**src/rtl/vram_rd_arbiter.sv**
```systemverilog
// Two-master burst arbiter sharing one AXI read port (AR + R channels); one burst in flight at a time.
// Define VRAM_RD_ARB_FIXPRI_EN for fixed priority (port0 wins ties); default is round-robin.
module vram_rd_arbiter #(
    parameter int AW   = 32,
    parameter int DW   = 64,
    parameter int LENW = 8
) (
    input  logic            ACLK,
    input  logic            ARST,
    input  logic [AW-1:0]   M0_ARADDR,
    input  logic [LENW-1:0] M0_ARLEN,
    input  logic            M0_ARVALID,
    output logic            M0_ARREADY,
    output logic [DW-1:0]   M0_RDATA,
    output logic            M0_RLAST,
    output logic            M0_RVALID,
    input  logic            M0_RREADY,
    input  logic [AW-1:0]   M1_ARADDR,
    input  logic [LENW-1:0] M1_ARLEN,
    input  logic            M1_ARVALID,
    output logic            M1_ARREADY,
    output logic [DW-1:0]   M1_RDATA,
    output logic            M1_RLAST,
    output logic            M1_RVALID,
    input  logic            M1_RREADY,
    output logic [AW-1:0]   S_ARADDR,
    output logic [LENW-1:0] S_ARLEN,
    output logic            S_ARVALID,
    input  logic            S_ARREADY,
    input  logic [DW-1:0]   S_RDATA,
    input  logic            S_RLAST,
    input  logic            S_RVALID,
    output logic            S_RREADY,
    output logic            BUSY,
    output logic            LEN_ERR
);

    localparam logic [1:0] ST_IDLE = 2'd0;
    localparam logic [1:0] ST_ADDR = 2'd1;
    localparam logic [1:0] ST_DATA = 2'd2;

    logic [1:0]      state_q, state_d;
    logic            gnt_q, gnt_d;
    logic [LENW-1:0] len_q, len_d;
    logic [LENW:0]   cnt_q, cnt_d;
    logic            len_err_q, len_err_d;
    logic            pick;
    logic            g_arvalid, g_rready;
    logic            in_addr, in_data;
    logic            ar_hs, r_hs;

`ifdef VRAM_RD_ARB_FIXPRI_EN
    assign pick = ~M0_ARVALID;
`else
    logic last_q, last_d;
    // On a tie the port that did not own the previous burst wins.
    assign pick = (M0_ARVALID && M1_ARVALID) ? ~last_q : M1_ARVALID;
`endif

    assign in_addr   = (state_q == ST_ADDR);
    assign in_data   = (state_q == ST_DATA);
    assign g_arvalid = gnt_q ? M1_ARVALID : M0_ARVALID;
    assign g_rready  = gnt_q ? M1_RREADY  : M0_RREADY;
    assign ar_hs     = in_addr && g_arvalid && S_ARREADY;
    assign r_hs      = in_data && S_RVALID && g_rready;

    always_comb begin
        state_d   = state_q;
        gnt_d     = gnt_q;
        len_d     = len_q;
        cnt_d     = cnt_q;
        len_err_d = len_err_q;
`ifndef VRAM_RD_ARB_FIXPRI_EN
        last_d    = last_q;
`endif
        case (state_q)
            ST_IDLE: begin
                if (M0_ARVALID || M1_ARVALID) begin
                    gnt_d   = pick;
                    len_d   = pick ? M1_ARLEN : M0_ARLEN;
                    state_d = ST_ADDR;
                end
            end
            ST_ADDR: begin
                if (ar_hs) begin
                    cnt_d   = '0;
                    state_d = ST_DATA;
                end
            end
            ST_DATA: begin
                if (r_hs) begin
                    cnt_d = cnt_q + 1'b1;
                    if (S_RLAST) begin
                        // Compare the pre-increment count: a correct burst ends with cnt == ARLEN.
                        if (cnt_q != {1'b0, len_q}) len_err_d = 1'b1;
`ifndef VRAM_RD_ARB_FIXPRI_EN
                        last_d = gnt_q;
`endif
                        state_d = ST_IDLE;
                    end
                end
            end
            default: state_d = ST_IDLE;
        endcase
    end

    always_ff @(posedge ACLK) begin
        if (ARST) begin
            state_q   <= ST_IDLE;
            gnt_q     <= 1'b0;
            cnt_q     <= '0;
            len_err_q <= 1'b0;
`ifndef VRAM_RD_ARB_FIXPRI_EN
            last_q    <= 1'b1;
`endif
        end else begin
            state_q   <= state_d;
            gnt_q     <= gnt_d;
            cnt_q     <= cnt_d;
            len_err_q <= len_err_d;
`ifndef VRAM_RD_ARB_FIXPRI_EN
            last_q    <= last_d;
`endif
        end
    end

    always_ff @(posedge ACLK) begin
        len_q <= len_d;
    end

    assign S_ARADDR   = gnt_q ? M1_ARADDR : M0_ARADDR;
    assign S_ARLEN    = gnt_q ? M1_ARLEN  : M0_ARLEN;
    assign S_ARVALID  = in_addr && g_arvalid;
    assign M0_ARREADY = in_addr && !gnt_q && S_ARREADY;
    assign M1_ARREADY = in_addr &&  gnt_q && S_ARREADY;

    assign S_RREADY   = in_data && g_rready;
    assign M0_RDATA   = S_RDATA;
    assign M1_RDATA   = S_RDATA;
    assign M0_RVALID  = in_data && !gnt_q && S_RVALID;
    assign M1_RVALID  = in_data &&  gnt_q && S_RVALID;
    assign M0_RLAST   = in_data && !gnt_q && S_RLAST;
    assign M1_RLAST   = in_data &&  gnt_q && S_RLAST;

    assign BUSY       = (state_q != ST_IDLE);
    assign LEN_ERR    = len_err_q;

endmodule

```
**config.mk**
```make
export PLATFORM = sky130hd
export DESIGN_NAME = vram_rd_arbiter
export DESIGN_NICKNAME = d
export VERILOG_FILES = /design/src/rtl/vram_rd_arbiter.sv
export SDC_FILE = /design/constraint.sdc
export NUM_CORES = 1
export LEC_CHECK = 0
export CAP_MARGIN = 20
export CORE_AREA = 2 2 128 130
export DETAILED_ROUTE_END_ITERATION = 6
export DIE_AREA = 0 0 130 132
export DONT_BUFFER_PORTS = 1
export GPL_TIMING_DRIVEN = 0
export SLEW_MARGIN = 20
export SYNTH_ARGS = -nofsm -noshare
export SYNTH_HDL_FRONTEND = slang
export SYNTH_SLANG_ARGS = --single-unit
```
**constraint.sdc**
```tcl
create_clock -name ACLK -period 1.8 [get_ports ACLK]
set_input_delay 0.27 -clock ACLK [delete_from_list [all_inputs] [get_ports ACLK]]
set_output_delay 0.27 -clock ACLK [all_outputs]
set_load 0.05 [all_outputs]
```
# --- After elaboration in Yosys (flattened, before gate mapping) ---
# Index checks and enable logic that the tools add are counted.
classes:
  eq_ne: 7
  bitwise: 1
  n_addsub: 1
  mux: 14
  reduce_logical: 26
op_table:
  columns: ["op", "count"]
  rows:
  - ["2-to-1 mux 32 bit", 1]
  - ["2-to-1 mux 9 bit", 2]
  - ["one-hot mux 9 bit (2 select lines)", 1]
  - ["logical AND 1 bit", 16]
  - ["2-to-1 mux 8 bit", 2]
  - ["adder 9 x 1 -> 9 bit, second input constant", 1]
  - ["inequality test 9 x 8 -> 1 bit", 1]
  - ["2-to-1 mux 2 bit", 4]
  - ["AND reduction 4 bit", 2]
  - ["one-hot mux 2 bit (3 select lines)", 1]
  - ["AND reduction 3 bit", 2]
  - ["inequality test 2 x 1 -> 1 bit, second input constant", 2]
  - ["inequality test 2 bit, second input constant", 2]
  - ["nonzero test 2 bit", 2]
  - ["2-to-1 mux 1 bit", 3]
  - ["== test 2 x 1 -> 1 bit, second input constant", 1]
  - ["== test 2 bit, second input constant", 1]
  - ["logical NOT 2 bit", 1]
  - ["AND reduction 2 bit", 1]
  - ["logical NOT 1 bit", 1]
  - ["logical OR 1 bit", 1]
  - ["inverter 1 bit", 1]
word_totals:
  word_cells: 55
  input_bits: 153
  out_inout_bits: 178
  register_bits: 22

# --- Depth between registers and ports, before layout ---
depth:
  word_depth: 5
  depth_mapped: 5
  mapped_depth_nobuf: 5

# --- Worst setup path after synthesis ---
# No wires, ideal clock.
synth_timing:
  kind: "flip-flop to output port"
  from: "register gnt_q"
  to: "output port S_ARVALID"
  arrival_ns: 1.782
  path_buffers: 1
  t_required_ns: 1.530
  setup_slack_ns: -0.252
  stages_incl_launch_ff: 4
  path_cell_list: "dfxtp_1 > buf_4 > mux2i_1 > nor3b_1"
synth_between:
  elab_chain_len: 2
synth_lines:
  columns: ["element", "line", "text"]
  rows:
  - ["from (decl)", "43", "logic gnt_q, gnt_d;"]
  - ["from (signal assigned)", "118", "gnt_q <= gnt_d;"]
  - ["2-to-1 mux 1 bit", "62", "assign g_arvalid = gnt_q ? M1_ARVALID : M0_ARVALID;"]
  - ["logical AND 1 bit", "133", "assign S_ARVALID = in_addr && g_arvalid;"]
  - ["to (decl)", "28", "output logic S_ARVALID,"]
# Every way passes these cells.

# --- Final worst setup path ---
# Same ends and word-level chain as after synthesis.

==> flow_summary_export.csv <==
group,metric,value,unit
floorplanning,dieArea,17200,um2
placement,dpl.cell_count,510,
cts,path_clk_slew,60,ps
power,switchingPower,1210,uW
cts,cts-root-buf,"clkbuf_16",
timing,min_period_over_period,97.3,%
grt,grt-ovfl-total,0,
setup_path,setup.worst_path.end,"S_ARVALID",
grt,grt_max_degree,14,
synth,synth.most_common_cell,"buf_4",
power,p_per_area,809,nW/um2
synth,synthSimpleGateAreaFrac,9.03,%
routing,first_pass_iters,4,
timing,period_minus_slack,1750,ps
worst_hold_path,hp-class,"in -> reg",
setup_path,cp_max_fo,8,
setup_path,ff2ff_path_depth,5,
grt,grt_pass1_vias,1962,
routing,met2_length,4800,um
setup_path,r2r_start,"gnt_q",
synth,synth_xor_area_share,2.69,%
layout,post_layout_nonfiller_instances,517,
synth,synth_edf_count,8,
routing,wl_met3,851,um
cts,cts_tree,"built",
cts,htree_levels,1,
placement,pre_cts_slack,-346,ps
timing,slew_headroom,57.9,%
timing,setup_viol,0,
synth,syn-num-nets,448,
synth,seq_area_frac_synth,20.0,%
setup_path,r2r-end,"cnt_q[7]",
synth,synth_top_family_by_area,"buffers and inverters",
routing,wl_per_cell,15.6,um
placement,dp_hpwl,7160,um
power,comb_power_share,53.5,%
placement,place_congestion,0.848,
layout,syn_to_final_growth,20.6,%
layout,drive_gt1_share,69.0,%
setup_path,cp-end-kind,"primary output",
power,irDropWorstVdd,343,uV
cts,clock_latency,260,ps
routing,drtAntennaViolNets,0,
cts,cts_buffer_depth,2,
timing,timing.hold.ws,78.6,ps
power,power_frac_seq,22.1,%
routing,drtIter0Drc,94,
synth,syn_inst,294,
synth,synth.top_cell.area_share,37.2,%
floorplanning,dieWidth,130,um
flow_run,drv_cap,0,
setup_path,startpoint_type,"register",
setup_path,crit_required,1530,ps
floorplanning,die_h,132,um
power,swShare,47.6,%
timing,grt_setup_unrepaired,"true",
synth,synth_flop_cell,"dfxtp_1",
synth,ys_ff_latch,22,
timing,max_freq,0.571,GHz
timing,hold_viol_final,0,
routing,routed_wl,8080,um
routing,m1WireLength,2240,um
floorplanning,start_util,16.6,%
synth,ys_types,34,
setup_path,crit_start,"gnt_q",
synth,async_reset_ff_share,0,%
routing,drc_errors,0,
timing,worst_slew_pin_slew,631,ps
synth,synth_mux_area_share,22.8,%
worst_hold_path,whs_path_depth,1,
setup_path,reg2reg_slack,90,ps
synth,synth_common_cells,"buf_4 (129), mux2_2 (50), nor2_1 (18)",
synth,synth_compound_area_share,6.10,%
layout,layout.nets,455,
setup_path,path_class,"reg -> out",
power,total_power,2540,uW
placement,portBuffers,0,
synth,yosys.area.top_type,"buf_4",
floorplanning,ios,331,
cts,clock-sinks,22,
floorplanning,rows,46,
power,p_leak,0.00131,uW
routing,vias,2006,
worst_hold_path,hold_start,"ARST",
grt,track_usage,8.38,%
synth,synth_fa_ha_area_share,0.480,%
status,status,"completed",
setup_path,cp.arrival,1480,ps
synth,ys_warn_count,0,
routing,top_layer_used,"met4",
grt,grt_pass1_wl,10900,um
routing,viasPerCell,3.88,
synth,avgSynthCellArea,8.86,um2
power,p_clk_share,24.4,%
power,intPower,1330,uW
timing,drv_slew,0,
timing,finalClockSkew,3.31,ps
synth,synthTopCellsByArea,"buf_4 (37%), mux2_2 (22%), dfxtp_1 (11%)",
floorplanning,core_region_area,15700,um2
grt,antenna_found_initial,1,
timing,setup_slack,48.9,ps
cts,cts_buffers,3,
synth,syn-cell-area,2610,um2
==> timing repair <==
item | 4_1_cts | 5_1_grt
pin swaps | 3 | 2
hold buffers | 0 | 0
setup endpoints to repair | 48 | 8
cloned | 0 | 0
buffers inserted | 2 | 1
gates resized for setup | 38 | 3
==> metal layers <==
metal / vias up / GRT usage (%)
met5: - / 0
met4: 0 / 3.35
met3: 10 / 2.07
met2: 197 / 18.1
met1: 918 / 6.79
li1: 881 / -
==> worst min path at each step <==
| stage | end | slack [ps] |
|---|---|---|
| final | LEN_ERR | 80 |
| after global routing | LEN_ERR | 80 |
| after CTS | LEN_ERR | 80 |
| after detailed placement | LEN_ERR | 350 |
| after global placement | LEN_ERR | 350 |
| after floorplan | LEN_ERR | 340 |
==> area by class of cell <==
class,count,area [um2]
well taps,216,270
inverters,4,15.0
clock buffers,3,75.1
clock inverters,1,30.0
flip-flops and latches,22,526
plain buffers,136,1030
multi-input cells,131,1170
fillers,1721,12600
diodes,1,2.50
repair buffers,3,22.5
==> per-stage QoR <==
step                area [um2]  setup TNS (ps)  utilization [%]
floorplan                 2610           -71.8                -
global placement          2880           -1510             18.3
finish                    3140               0             20.0
global route              3140          -0.899             20.0
CTS                       3120           -16.3             19.9
detailed placement        2880           -2010             18.3
==> placed cells by master (no fill, tap or decap), types with 3 or more instances in the layout <==
cell type	instances
nor3_1	6
a21oi_1	5
dfxtp_1	12
edfxtp_1	8
buf_4	131
clkbuf_4	4
nand3_1	5
inv_1	4
mux2_2	41
o21ai_0	4
clkbuf_16	3
nor2_1	12
mux2_4	9
xor2_1	8
nand2_1	6
nor2_4	4
a311oi_1	6
==> power groups by stage <==
stage	Clock (uW)	Combinational (uW)	Sequential, uW
after floorplan	0	1260	568
after global placement	0	1330	572
after detailed placement	0	1330	572
after CTS	632	1370	562
after global routing	655	1400	564
final	620	1360	562
==> logic make-up (layout without fill, tap and decap cells) <==
group | Yosys count | in the layout
buffers and inverters | 141 | 147
muxes | 53 | 53
and+or+nand+nor | 47 | 47
AOI/OAI and AO/OA | 22 | 22
DFF | 22 | 22
xor gates and xnor gates | 8 | 8
adders and majority gates | 1 | 1
other | 0 | 1
==> worst max-delay path, cell delays in order, from the launching register on <==
cell and delay [ps]:
dfxtp_2 330, buf_8 140, mux2i_4 190, nor3b_4 550
==> flip-flops by register name, summed over array words and instances, names as in the netlist <==
signal   flops
cnt_q        9
len_q        8
state_q      2
LEN_ERR      1
gnt_q        1
last_q       1
Note: power is estimated with default switching activity, not from simulation.
